<file path="src/rtl/fir_pkg.sv">
// Shared constants, state encoding and overflow flag encodings for the
// time-multiplexed FIR filter.
package fir_pkg;

    localparam int MAX_TAPS = 16;
    localparam int DW       = 8;
    localparam int ACC_W    = 20;
    localparam int TAP_W    = 4;
    localparam int CNT_W    = 5;

    typedef enum logic [1:0] {
        IDLE   = 2'd0,
        CONFIG = 2'd1,
        RUN    = 2'd2
    } state_e;

    localparam logic [1:0] OVF_NONE = 2'b00;
    localparam logic [1:0] OVF_POS  = 2'b01;
    localparam logic [1:0] OVF_NEG  = 2'b10;

endpackage

</file>
<file path="src/rtl/fir_sat.sv">
// Scales the Q2.14-style accumulator back to Q1.7 (floor shift) and
// saturates to the signed output range, reporting which rail was hit.
module fir_sat
    import fir_pkg::*;
#(
    parameter int ACC_W = 20,
    parameter int DW    = 8
) (
    input  logic [ACC_W-1:0] acc_i,
    output logic [DW-1:0]    data_o,
    output logic [1:0]       flag_o
);

    localparam int RW = ACC_W - (DW - 1);
    localparam logic signed [RW-1:0] R_MAX = RW'((2 ** (DW - 1)) - 1);
    localparam logic signed [RW-1:0] R_MIN = RW'(-(2 ** (DW - 1)));

    logic signed [RW-1:0] r;

    // Dropping the low DW-1 bits of a two's complement value is a floor shift.
    assign r = acc_i[ACC_W-1:DW-1];

    always_comb begin
        data_o = r[DW-1:0];
        flag_o = OVF_NONE;
        if (r > R_MAX) begin
            data_o = {1'b0, {(DW-1){1'b1}}};
            flag_o = OVF_POS;
        end else if (r < R_MIN) begin
            data_o = {1'b1, {(DW-1){1'b0}}};
            flag_o = OVF_NEG;
        end
    end

endmodule

</file>
<file path="src/rtl/fir_filter.sv">
// Runtime-configurable serial FIR: taps and coefficients are loaded as a byte
// stream, then each accepted sample runs one multiply-accumulate per cycle.
module fir_filter #(
    parameter int MAX_TAPS = fir_pkg::MAX_TAPS,
    parameter int DW       = fir_pkg::DW
) (
    input  logic          clk,
    input  logic          rst_n,
    input  logic [DW-1:0] data_in,
    input  logic          enable,
    input  logic          configuration,
    input  logic          config_data_enable,
    output logic [DW-1:0] data_out,
    output logic [1:0]    overflow_flag,
    output logic          done,
    output logic [1:0]    state_dbg_o
);
    import fir_pkg::*;

    state_e                  state_q, state_d;
    logic [CNT_W-1:0]        cnt_q, cnt_d;
    logic [CNT_W-1:0]        idx_q, idx_d;
    logic [TAP_W-1:0]        taps_q;
    logic signed [ACC_W-1:0] acc_q, acc_d;
    logic signed [DW-1:0]    coef_q [MAX_TAPS];
    logic signed [DW-1:0]    x_q    [MAX_TAPS];
    logic [DW-1:0]           data_out_q;
    logic [1:0]              ovf_q;
    logic                    done_q;

    logic [CNT_W-1:0]        n_taps;
    logic [TAP_W-1:0]        cfg_addr;
    logic [TAP_W-1:0]        mac_addr;
    logic signed [2*DW-1:0]  prod;
    logic                    cfg_enter, cfg_byte, start, finish;
    logic [DW-1:0]           sat_data;
    logic [1:0]              sat_flag;

    assign n_taps   = {1'b0, taps_q} + 5'd1;
    assign cfg_addr = TAP_W'(cnt_q - 5'd1);
    assign mac_addr = idx_q[TAP_W-1:0];
    assign prod     = coef_q[mac_addr] * x_q[mac_addr];

    // Configuration has priority over everything, including an in-flight RUN.
    assign cfg_enter = configuration && (state_q != CONFIG);
    assign cfg_byte  = (state_q == CONFIG) && configuration && config_data_enable &&
                       (cnt_q <= n_taps);
    assign start     = (state_q == IDLE) && enable && !configuration;
    assign finish    = (state_q == RUN) && !configuration && (idx_q == n_taps);

    always_comb begin
        state_d = state_q;
        cnt_d   = cnt_q;
        idx_d   = idx_q;
        acc_d   = acc_q;
        if (cfg_enter) begin
            state_d = CONFIG;
            cnt_d   = '0;
        end else begin
            case (state_q)
                IDLE: begin
                    if (start) begin
                        state_d = RUN;
                        idx_d   = '0;
                        acc_d   = '0;
                    end
                end
                CONFIG: begin
                    if (!configuration) begin
                        state_d = IDLE;
                    end else if (cfg_byte) begin
                        cnt_d = cnt_q + 5'd1;
                    end
                end
                RUN: begin
                    if (finish) begin
                        state_d = IDLE;
                    end else begin
                        acc_d = acc_q + ACC_W'(prod);
                        idx_d = idx_q + 5'd1;
                    end
                end
                default: state_d = IDLE;
            endcase
        end
    end

    fir_sat #(.ACC_W(ACC_W), .DW(DW)) u_sat (
        .acc_i  (acc_q),
        .data_o (sat_data),
        .flag_o (sat_flag)
    );

    always_ff @(posedge clk or negedge rst_n) begin
        if (!rst_n) begin
            state_q    <= IDLE;
            cnt_q      <= '0;
            idx_q      <= '0;
            acc_q      <= '0;
            taps_q     <= '0;
            data_out_q <= '0;
            ovf_q      <= OVF_NONE;
            done_q     <= 1'b0;
            for (int k = 0; k < MAX_TAPS; k++) begin
                coef_q[k] <= '0;
                x_q[k]    <= '0;
            end
        end else begin
            state_q <= state_d;
            cnt_q   <= cnt_d;
            idx_q   <= idx_d;
            acc_q   <= acc_d;
            done_q  <= finish;
            if (finish) begin
                data_out_q <= sat_data;
                ovf_q      <= sat_flag;
            end
            // Byte 0 is the tap count; bytes 1..N land in c0..c(N-1).
            if (cfg_byte) begin
                if (cnt_q == '0) begin
                    taps_q <= data_in[TAP_W-1:0];
                end else begin
                    coef_q[cfg_addr] <= data_in;
                end
            end
            if (cfg_enter) begin
                for (int k = 0; k < MAX_TAPS; k++) begin
                    x_q[k] <= '0;
                end
            end else if (start) begin
                x_q[0] <= data_in;
                for (int k = 1; k < MAX_TAPS; k++) begin
                    x_q[k] <= x_q[k-1];
                end
            end
        end
    end

    assign data_out      = data_out_q;
    assign overflow_flag = ovf_q;
    assign done          = done_q;
    assign state_dbg_o   = state_q;

endmodule

</file>
<file path="config.mk">
export PLATFORM = sky130hd
export DESIGN_NAME = fir_filter
export DESIGN_NICKNAME = d
export VERILOG_FILES = /design/src/rtl/fir_pkg.sv /design/src/rtl/fir_sat.sv /design/src/rtl/fir_filter.sv
export SDC_FILE = /design/constraint.sdc
export NUM_CORES = 1
export LEC_CHECK = 0
export ABC_CLOCK_PERIOD_IN_PS = 8700
export BUFFER_PORTS_ARGS = -buffer_cell sky130_fd_sc_hd__buf_2
export CORE_MARGIN = 2
export CORE_UTILIZATION = 64
export CTS_CLUSTER_SIZE = 25
export DETAILED_ROUTE_END_ITERATION = 10
export PLACE_DENSITY_LB_ADDON = 0.2
export SYNTH_ARGS = -nofsm -noshare
export SYNTH_HDL_FRONTEND = slang
export SYNTH_SLANG_ARGS = --single-unit
</file>
<file path="constraint.sdc">
create_clock -name clk -period 8.7 [get_ports clk]
set_input_delay 2.175 -clock clk [delete_from_list [all_inputs] [get_ports clk]]
set_output_delay 2.175 -clock clk [all_outputs]
set_load 0.005 [all_outputs]
</file>
# After elaboration in Yosys (flattened, before gate mapping)
# Index checks and enable logic that the tools add are counted.
dict set report classes {
  reduce_logical 22
  bitwise 4
  shift 0
  muxes 30
  n_lt_le_gt_ge 6
  eq_ne 9
  n_div 0
  n_addsub 5
  n_mul 1
}
# op n
set ops {}
lappend ops {{two-way mux 128 bit} 2}
lappend ops {{bitwise mux 128 bit} 1}
lappend ops {{binary-select mux 8 bit (select 4 bit)} 2}
lappend ops {{two-way mux 8 bit} 7}
lappend ops {{two-way mux 20 bit} 2}
lappend ops {{one-hot mux 20 bit (2 select lines)} 1}
lappend ops {{demux 8 bit (select 4 bit)} 1}
lappend ops {{two-way mux 5 bit} 6}
lappend ops {{adder 20 x 16 -> 20 bit} 1}
lappend ops {{multiplier 8 x 8 -> 16 bit} 1}
lappend ops {{greater-than comparator 13 x 8 -> 1 bit, second input constant} 1}
lappend ops {{less-than comparator 13 x 8 -> 1 bit, second input constant} 1}
lappend ops {{two-way mux 2 bit} 6}
lappend ops {{adder 5 x 1 -> 5 bit, second input constant} 2}
lappend ops {{greater-or-equal comparator 5 bit, second input constant} 2}
lappend ops {{inverter 4 -> 5 bit} 2}
lappend ops {{one-hot mux 5 bit (2 select lines)} 1}
lappend ops {{nonzero test 2 bit} 5}
lappend ops {{logical AND 1 bit} 9}
lappend ops {{!= test 3 bit, second input constant} 3}
lappend ops {{one-hot mux 2 bit (3 select lines)} 1}
lappend ops {{AND reduction 3 bit} 2}
lappend ops {{adder 4 x 1 -> 5 bit, second input constant} 1}
lappend ops {{== test 5 bit} 1}
lappend ops {{other kinds (13)} 16}
dict set report totals {
  out_inout_bits 13
  latchBits 0
  mem_bits_rw 0
  input_bits 13
  rom_bits 0
  mem_count 0
  ff_bits 303
}

# Longest topological paths before layout
# Gate-level depths: netlist (run 1).
dict set report depth {
  ltp_word 8
  ltp_mapped 26
  depth_no_buf 24
}

# Modules after synthesis
# A second synthesis (run 1) with hierarchy kept.
dict set report hier_totals {
  cells_unflattened 1558
  hier_area_um2 17930.9
}
# module area_per_inst_um2 cells_each seq_area_each_um2 n_inst
set modules_own_cells {}
lappend modules_own_cells {fir_filter 17828.3 1543 7582.3 1}
lappend modules_own_cells {fir_sat 102.6 15 0.0 1}

# Worst setup path before layout (run 1)
# No wires, ideal clock.
dict set report synth_timing {
  path_kind {register to register}
  start {reg idx_q[1]}
  end {reg acc_q[19]}
  path_stages_with_launch 21
  n_path_buf 4
  arrival_ns 6.588
  synth_period_minus_slack_ns 6.707
  setup_slack_ns 1.993
  t_required_ns 8.581
  path_cell_list {dfrtp_1 buf_2 buf_2 buf_4 buf_2 a211oi_1 a21oi_1 nor2b_1 fa_1 fa_1 fa_1 fa_1 ha_1 ha_1 a2111oi_0 o21ai_0 a21o_1 o22ai_1 xnor2_1 o211ai_1 nor2b_1}
}
dict set report synth_between {
  elab_chain_len 8
  word_cells_on_any_way 15
}
# item line_no
set synth_rtl {}
lappend synth_rtl {{start: declaration} fir_filter.sv:22} ;# logic [CNT_W-1:0] idx_q, idx_d;
lappend synth_rtl {{start signal: assignment} fir_filter.sv:111} ;# idx_q <= idx_d;
lappend synth_rtl {{inverter 4 -> 5 bit (implied by the code)} fir_filter.sv:42} ;# assign prod = coef_q[mac_addr] * x_q[mac_addr];
lappend synth_rtl {{binary-select mux 8 bit (select 4 bit)} fir_filter.sv:42}
lappend synth_rtl {{two-way mux 8 bit (implied by the code) (2 in series)} fir_filter.sv:42}
lappend synth_rtl {{multiplier 8 x 8 -> 16 bit} fir_filter.sv:42}
lappend synth_rtl {{adder 20 x 16 -> 20 bit} fir_filter.sv:79} ;# acc_d = acc_q + ACC_W'(prod);
lappend synth_rtl {{two-way mux 20 bit} fir_filter.sv:76} ;# if (finish) begin
lappend synth_rtl {{one-hot mux 20 bit (2 select lines)} fir_filter.sv:60} ;# case (state_q)
lappend synth_rtl {{end signal: assignment} fir_filter.sv:99} ;# acc_q <= '0;
lappend synth_rtl {{end signal: assignment} fir_filter.sv:112} ;# acc_q <= acc_d;
lappend synth_rtl {{end: declaration} fir_filter.sv:24} ;# logic signed [ACC_W-1:0] acc_q, acc_d;
# Parallel ways exist; a longest one is shown, timed or not. The select of a mux whose other input is x is not followed.
# A chain may end at the register's enable or synchronous reset.

# Worst setup path after layout (run 1)
# Ends and elaborated chain as after synthesis.

==> results.txt, run 1 <==
Status - finished, final reports clean
CP Launch Type - register
Post-synthesis simple-gate area fraction - 0.114
Yosys top cell area share - 0.426
CP Data Arrival Time - 7640 ps
Hold EP - data_out[4]$_DFFE_PN0P_
Fraction of registers with async set/reset - 1.00
Multiplexer area fraction after synthesis - 0.183
Post-Synth Adder-Cell Area - 0.140
Storage element area - 7590 um2
Syn Nets - 1756
Slowest-stage cell, CP - dfrtp_2
RD Place Congestion - 0.847
Largest family of logic cells by synthesized area - multiplexers
Post-Syn Area per Cell - 11.2 um2
# rows - 61
Dpl cell area - 18100 um2
TNS Setup - 0 ps
CTS-repair resized insts - 0
# DRC - 0
Critical path capture point type - register
EDFF count, synth - 0
Worst Path Required - 9090 ps
Slowest stage delay, CP - 840 ps
Vias - 11800
Most common cell after layout, fill and taps aside - nand2_1
Mapped Cells - 1596
Drt initial violations - 877
Port buffer count - 25
Final wirelength - 37400 um
Period Utilization, post-route - 0.834
Die Span Y - 171 um
Maxcap violations - 0
Final setup viols - 0
GRT Total Usage - 0.271
Sinks on Clock Net - 303
Synth warn - 0
Tightest Pin Transition - 990 ps
R2R Path End - acc_q[19]$_DFFE_PN0P_
Endpoints failing hold - 0
Area grow syn2layout - 8.21%
Largest net degree at the start of global routing - 128
Share of post-route cells with drive strength above 1 - 0.208
CTS Hold Buffers Added - 0
Multi-input logic area - 9390 um2
Worst clock skew - 17.5 ps
Top Ports - 26
Hold depth - 2
Post-Synth XOR/XNOR Area - 0.0150
Num CTS Buffers - 34
Register area share after synthesis - 0.426
Fillcell total - 2010
R2R setup slack - 1450 ps
Clock root buffer - clkbuf_16
Post-Layout Cell Count - 1990
Bufs on Longest Clock Path - 3
Unrepaired setup endpoints after global routing - no
Ys flop type - dfrtp_1
Vias in the first global route - 11900
DR pass1 iterations - 5
Setup ws final - 1450 ps
Rel. slew slack - 0.340
Fmax achieved - 138 MHz
Critical-path maximum fanout - 29
Synth top area cells - dfrtp_1, fa_1, mux2_2
RR Startpoint - idx_q[1]$_DFFE_PN0P_
Aggregate global routing overflow - 0
Mean routed wirelength per cell - 18.8 um
Antenna-violating nets left - 0
Area leader, netlist - dfrtp_1
Placed cell count - 1932
Worst hold slack - 469 ps
Die area - 29200 um2
Die X - 171 um
Worst Reg-to-Reg Cells - 20
Tmin final - 7250 ps
CTS tree - yes
DP Wirelength - 25200 um
Nets - 1750
Worst vdd ir - 145 uV
Clock Latency Late Sink - 510 ps
WS Path Type - reg2reg
Critical Path, Cell by Cell - buf_4 > mux4_2 > mux2_2 > a21oi_1 > nor2_1 > fa_1 > inv_1 > fa_1 > inv_1 > fa_1 > fa_1 > ha_1 > ha_1 > a21o_1 > a21oi_1 > a21boi_0 > o22ai_1 > xnor2_1 > o211ai_1 > nor2b_1
Synth Area in Compound Gates - 0.0752
Worst hold path class - reg2reg
Pre-CTS setup slack - 1440 ps
Postcts setup bufs - 0
Most frequent cells in the layout - nand2_1, dfrtp_1, a21oi_1
Core box area - 27600 um2
Worst-path clk slew - 60 ps
Flops & latches, synth - 303
Lkg Pwr - 8.89 nW
# diodes - 0
H-tree depth - 2
PD cells - 192 nW/um2
First-pass GRT wire length - 62300 um
Cell Area, Synth - 17800 um2
Starting Density - 0.646
Post-synthesis cell type count - 61
Worst Hold Launch - data_out[4]$_DFFE_PN0P_
Via/cell ratio - 5.93
Max-slew violations - 0
Antenna violations before repair - 0
Cell area after layout - 19300 um2
Cell mode on critical path - fa_1
-- through the flow --
stage	power (mW)	util
after floorplan	2.12	-
after global placement	2.27	0.659
after detailed placement	2.29	0.659
after CTS	3.74	0.699
after global routing	3.89	0.699
final	3.71	0.699
-- final cells by class --
cell class | instances | area share
Clock inverter | 12 | 0.0104
Multi-Input combinational cell | 1096 | 0.488
Inverter | 111 | 0.0216
Clock buffer | 46 | 0.0470
Tap cell | 378 | 0.0246
Timing Repair Buffer | 44 | 0.0144
Sequential cell | 303 | 0.394
-- critical path, delay by kind of cell, from the launching register on --
family          cells  cell delay (ps)
compound gates      6             1400
mux                 2              630
simple gates        2              380
fa+ha+maj           6             2880
xor+xnor            1              170
buf+inv             3              800
flops               1              840
-- power by group --
group	switching, mW	total (mW)	internal [mW]
Combinational	0.370	0.662	0.292
Clock	0.558	1.44	0.881
Sequential	0.0917	1.60	1.51
-- routing by layer --
metal | vias to the layer above | wire length, um | GRT usage
li1 | 5395 | - | -
met1 | 6094 | 16800 | 0.392
met2 | 263 | 18100 | 0.440
met3 | 50 | 1790 | 0.0352
met4 | 0 | 681 | 0.0702
met5 | - | 0 | 0
-- Yosys cell counts, types with 3 or more instances --
library cell    n
a22o_1          5
buf_2          11
xnor2_1        21
nand3_1         7
nand2_1       308
a21oi_2         5
a21oi_1       158
nor2_1         64
mux2_2        145
a31oi_1         4
o21a_1          6
nor3_1          7
mux2i_1        16
and2b_1         3
clkbuf_1       58
mux4_2         64
nor3_4          8
inv_1         110
o22ai_1         3
a211oi_1        6
a21o_1          5
dfrtp_1       303
ha_1           59
fa_1           88
nand2b_1       14
o21ai_1         3
xor2_1          7
buf_4           3
or3_1           4
or2_2           5
buf_6           7
nor2b_1         9
buf_1           6
nor3_2          8
o21ai_0        32
-- sequential cells by signal, summed over array words and instances, names as in the netlist --
register,cells
x_q,128
overflow_flag,2
idx_q,5
taps_q,4
state_dbg_o,2
data_out,8
done,1
coef_q,128
cnt_q,5
acc_q,20
-- worst max path at each step --
stage | start | to | slack, ps | depth (start not counted)
6_report | idx_q[1]$_DFFE_PN0P_ | acc_q[19]$_DFFE_PN0P_ | 1450 | 20
5_1_grt | idx_q[0]$_DFFE_PN0P_ | acc_q[18]$_DFFE_PN0P_ | 840 | 20
4_1_cts | idx_q[0]$_DFFE_PN0P_ | acc_q[16]$_DFFE_PN0P_ | 1420 | 20
3_5_place_dp | idx_q[0]$_DFFE_PN0P_ | acc_q[16]$_DFFE_PN0P_ | 1440 | 20
3_3_place_gp | idx_q[0]$_DFFE_PN0P_ | acc_q[16]$_DFFE_PN0P_ | 1530 | 20
2_1_floorplan | idx_q[1]$_DFFE_PN0P_ | acc_q[19]$_DFFE_PN0P_ | 1990 | 20
-- logic make-up after synthesis --
kind of cell | count (synthesis)
AO/OA/AOI/OAI | 240
flip-flops | 303
adder cells (fa/ha/maj) | 147
XOR/XNOR | 29
AND/OR/NAND/NOR | 453
buffers and inverters | 197
multiplexers | 227
(Power assumes the default switching activity.)
==> run 2: changes to the inputs <==
Settings changed: ABC_CLOCK_PERIOD_IN_PS 8700 to 6700.
Clock period 8.7 ns to 6.7 ns, I/O delays scaled along.
==> run 2 against run 1 <==
  * Core utilization up 1.3 points
  * Clock power up 32%
  * Power up 32%
  * Via count up 1.1%
  * Sequential power up 29%
  * Global-route usage up 0.096 points
  * Largest cell class unchanged
  * Critical endpoint unchanged
  * Worst hold slack better by 3.6 ps
==> results.txt, run 2 (synthesis gave the netlist of run 1 again) <==
Status - finished, final reports clean
Clock root buffer - clkbuf_16
Port buffer count - 25
Share of post-route cells with drive strength above 1 - 0.226
Fmax achieved - 157 MHz
Switching share of power - 0.279
H-tree depth - 2
Pre-CTS setup slack - 124 ps
Critical-path maximum fanout - 13
Top Metal Used - met4
Worst vdd ir - 199 uV
Worst clock skew - 15.6 ps
PD cells - 249 nW/um2
Num CTS Buffers - 34
Aggregate global routing overflow - 0
Endpoints failing hold - 0
DP Wirelength - 25100 um
Post-Layout Cell Count - 2016
Lkg Pwr - 9.04 nW
RD Place Congestion - 0.886
Bufs on Longest Clock Path - 3
Rel. slew slack - 0.342
Clock Latency Late Sink - 520 ps
Combinational fraction of design power - 0.187
Starting Density - 0.646
Origin of the worst setup path - idx_q[0]$_DFFE_PN0P_
Most common cell after layout, fill and taps aside - nand2_1
Area grow syn2layout - 10.2%
Final setup viols - 0
RR Startpoint - idx_q[0]$_DFFE_PN0P_
Drt initial violations - 890
CTS Hold Buffers Added - 0
Die Span Y - 171 um
Mean routed wirelength per cell - 18.9 um
Die X - 171 um
Dpl cell area - 18400 um2
Worst Hold Launch - data_out[6]$_DFFE_PN0P_
Most frequent cells in the layout - nand2_1, dfrtp_1, a21oi_1
Largest net degree at the start of global routing - 128
Setup ws final - 316 ps
Worst hold slack - 472 ps
# diodes - 0
Placed cell count - 1950
DR pass1 iterations - 5
Die area - 29200 um2
CTS tree - yes
Sinks on Clock Net - 303
GRT Total Usage - 0.272
# DRC - 0
Antenna-violating nets left - 0
Internal Pwr Total - 3.52 mW
TNS Setup - 0 ps
Worst Reg-to-Reg Cells - 22
Total power - 4.89 mW
Vias in the first global route - 12100
Worst-path clk slew - 60 ps
Maxcap violations - 0
Max-slew violations - 0
Tmin final - 6380 ps
Critical path capture point type - register
CP Launch Type - register
Top Ports - 26
CP Data Arrival Time - 6790 ps
WS Path Type - reg2reg
Sw power - 1.36 mW
Hold depth - 2
Met2 wire len - 18300 um
WL met3 - 2070 um
M1 WL - 17000 um
Nets - 1772
Via/cell ratio - 5.92
Worst hold path class - reg2reg
Cell area after layout - 19600 um2
Worst Path Required - 7100 ps
Vias - 11900
Unrepaired setup endpoints after global routing - no
First-pass GRT wire length - 62600 um
Period Utilization, post-route - 0.953
Tightest Pin Transition - 987 ps
Clk pwr share - 0.389
Final Core Density - 0.712
Final wirelength - 38100 um
# rows - 61
Top flop regs - coef_q (128), x_q (128), acc_q (20)
Reg power frac - 0.423
Antenna violations before repair - 0
Core box area - 27600 um2
run 2: routing by layer:
metal | GRT usage | vias to the layer above
met5 | 0 | -
met4 | 0.0669 | 0
met3 | 0.0384 | 63
met2 | 0.441 | 291
met1 | 0.393 | 6137
li1 | - | 5444
run 2: timing repair:
item	CTS	global route
buffers inserted	0	3
resized for setup	0	13
endpoints found under the setup margin	0	7
run 2: final timing paths:
| kind | slack [ps] | to |
|---|---|---|
| max | 320 | acc_q[19]$_DFFE_PN0P_ |
| min | 470 | data_out[6]$_DFFE_PN0P_ |
| max reg2reg | 320 | acc_q[19]$_DFFE_PN0P_ |
| min reg2reg | 470 | data_out[6]$_DFFE_PN0P_ |
| max in group asynchronous | 4170 | idx_q[0]$_DFFE_PN0P_ |
| min in group asynchronous | 1270 | coef_q[50]$_DFFE_PN0P_ |
run 2: power groups by stage:
stage	Clock (mW)	Sequential (mW)	Combinational [mW]
after floorplan	0	2.06	0.688
after global placement	0	2.09	0.873
after CTS	1.93	2.07	0.909
after detailed placement	0	2.09	0.899
after global routing	2.01	2.08	1.03
final	1.90	2.07	0.916
run 2: final cells by class:
type | instances | area (um2)
Multi-Input combinational cell | 1096 | 9430
Fill cell | 1917 | 7950
Sequential cell | 303 | 7590
Clock buffer | 53 | 1030
Timing Repair Buffer | 66 | 534
Tap cell | 378 | 473
Inverter | 111 | 417
Clock inverter | 9 | 124
run 2: worst max-delay path: stages (launching register included):
cell	delay, ps
dfrtp_4	480
buf_16	180
buf_12	180
mux4_2	520
mux2_2	280
a21oi_1	150
buf_4	200
nor2_1	80
fa_1	500
inv_1	50
fa_1	480
inv_1	60
fa_1	500
fa_1	570
fa_1	420
ha_1	270
a2111oi_1	380
o21ai_1	160
a21o_1	230
o22ai_1	150
xnor2_1	170
o211ai_1	100
nor2b_1	150
==> run 3: changes to the inputs <==
Settings changed: PLACE_DENSITY from default to 0.81, PLACE_DENSITY_LB_ADDON 0.2 to default, SYNTH_HIERARCHICAL from default to 1.
==> run 3 against run 2 <==
  * Worst hold slack improved by 3.5 ps
  * Global-route usage rose by 0.90 points
  * Critical path depth fell by 3
  * Routed wire length rose by 4.7%
  * Via count rose by 1.4%
  * Maximum frequency fell by 2.5%
  * Sequential share of layout area fell by 0.26 points
  * Clock skew fell by 1.5 ps
  * Largest cell class unchanged
==> results.txt, run 3 <==
Status - finished, final reports clean
Final wirelength - 39900 um
Area leader, netlist - dfrtp_1
EDFF count, synth - 0
Via/cell ratio - 6.12
Most common cell after layout, fill and taps aside - nand2_1
Commonest cells post-synth - nand2_1, dfrtp_1, a21oi_1
DP Wirelength - 26300 um
CTS Hold Buffers Added - 0
Largest net degree at the start of global routing - 132
Register area share after synthesis - 0.423
Worst vdd ir - 207 uV
Share of post-route cells with drive strength above 1 - 0.235
Area grow syn2layout - 10.0%
Die Span Y - 171 um
# diodes - 0
Cell Area, Synth - 17900 um2
Port buffer count - 25
Worst hold path class - reg2reg
Worst-path clk slew - 70 ps
Num CTS Buffers - 31
Fmax achieved - 153 MHz
Tightest Pin Transition - 1130 ps
Count leader, synth - nand2_1
Mean routed wirelength per cell - 20.2 um
GRT Total Usage - 0.281
Synth top area cells - dfrtp_1, mux4_2, fa_1
Nets - 1734
Ys flop type - dfrtp_1
Starting Density - 0.647
Vias - 12100
Mapped Cells - 1558
Post-Syn Area per Cell - 11.5 um2
Clock Latency Late Sink - 580 ps
Post-synthesis cell type count - 65
Final Core Density - 0.712
Sinks on Clock Net - 303
PD cells - 258 nW/um2
Critical path capture point type - register
# rows - 61
Bufs on Longest Clock Path - 3
Endpoints failing hold - 0
RD Place Congestion - 0.906
# DRC - 0
WS Path Type - reg2reg
Syn Nets - 1718
Vias in the first global route - 12300
CP Data Arrival Time - 7010 ps
Die X - 171 um
Top flop regs - coef_q (128), x_q (128), acc_q (20)
Antenna-violating nets left - 0
Yosys top cell area share - 0.423
CP Launch Type - register
Worst clock skew - 14.1 ps
Fraction of registers with async set/reset - 1.00
Lkg Pwr - 9.04 nW
Synth warn - 6
Period Utilization, post-route - 0.978
Clock root buffer - clkbuf_16
Maxcap violations - 0
Flops & latches, synth - 303
Top Ports - 26
Drt initial violations - 1192
Aggregate global routing overflow - 0
Critical-path maximum fanout - 6
First-pass GRT wire length - 64700 um
Core box area - 27700 um2
DR pass1 iterations - 5
Antenna violations before repair - 0
Worst Path Required - 7160 ps
H-tree depth - 1
CTS tree - yes
Most frequent cells in the layout - nand2_1, dfrtp_1, a21oi_1
Die area - 29400 um2
Max-slew violations - 0
Tmin final - 6550 ps
Rel. slew slack - 0.246
Final setup viols - 0
Worst hold slack - 476 ps
run 3: changes by cell type in the layout (fill, tap and decap cells not counted), moves of 14 or more:
cell	change
nand2_1	+30
a21oi_1	-19
nor2_1	-43
and2_1	+32
nor4_4	+16
mux4_2	+15
mux2i_1	-14
run 3: path summary, 6_finish.rpt:
path | from | end | slack, ps | cells after the start
worst max-delay path | idx_q[0]$_DFFE_PN0P_ | acc_q[14]$_DFFE_PN0P_ | 150 | 19
worst min-delay path | overflow_flag[1]$_DFFE_PN0P_ | overflow_flag[1]$_DFFE_PN0P_ | 480 | 2
worst max register to register | idx_q[0]$_DFFE_PN0P_ | acc_q[14]$_DFFE_PN0P_ | 150 | 19
worst min register to register | overflow_flag[1]$_DFFE_PN0P_ | overflow_flag[1]$_DFFE_PN0P_ | 480 | 2
max in group asynchronous | rst_n | coef_q[86]$_DFFE_PN0P_ | 4150 | 2
min in group asynchronous | rst_n | x_q[63]$_DFFE_PN0P_ | 1190 | 1
run 3: what timing repair did:
item / CTS / global route
gates resized for setup: 0 / 11
setup endpoints to repair: 0 / 7
buffers inserted: 0 / 12
run 3: area by class of cell:
class,count,area [um2]
clock buffers,38,842
clock inverters,20,307
fillers,1785,7980
inverters,109,409
multi-input cells,1062,9570
flip-flops and latches,303,7590
well taps,378,473
repair buffers,67,546
run 3: layer usage:
| metal | global-route usage | part of all wire |
|---|---|---|
| met4 | 0.0748 | 0.023 |
| met5 | 0 | 0 |
| met1 | 0.404 | 0.43 |
| met2 | 0.452 | 0.49 |
| met3 | 0.0465 | 0.061 |
run 3: power by group:
group	total [mW]	switching, mW	leakage (nW)	internal (mW)
registers	2.10	0.116	4.13	1.98
clock network	1.93	0.756	0.563	1.17
logic	1.06	0.601	4.35	0.464
total	5.09	1.47	9.04	3.61
run 3: through the flow:
stage | instances | TNS [ps] | worst slack [ps] | total power [mW] | cell area, um2
6_report | 1977 | 0 | 149 | 5.09 | 19700
5_1_grt | 1977 | -120 | -38.9 | 5.30 | 19700
4_1_cts | 1965 | 0 | 92.7 | 5.08 | 19600
3_5_place_dp | 1907 | 0 | 117 | 3.15 | 18400
3_3_place_gp | 1907 | 0 | 222 | 3.10 | 18400
2_1_floorplan | 1558 | 0 | 303 | 2.87 | 17900
run 3: critical path, stage by stage, from the launching register on:
cell and delay (ps):
dfrtp_4 550, clkbuf_4 200, buf_4 140, buf_4 120, mux4_2 430, mux4_2 490, or2_1 250, fa_1 490
fa_1 550, inv_1 60, fa_1 500, fa_1 570, fa_1 460, ha_4 280, o21a_1 190, o31a_1 160
or4_1 440, a21oi_2 160, o21ai_0 100, a221o_1 310
run 3: cell families (layout without fill, tap and decap cells):
family,Yosys count,count (layout),share of synthesized area
AO/OA/AOI/OAI,215,215,0.0697
flip-flops,303,303,0.423
XOR/XNOR,27,27,0.0144
adder cells (fa/ha/maj),147,147,0.139
multiplexers,214,214,0.184
buffers and inverters,193,234,0.0460
AND/OR/NAND/NOR,459,459,0.124
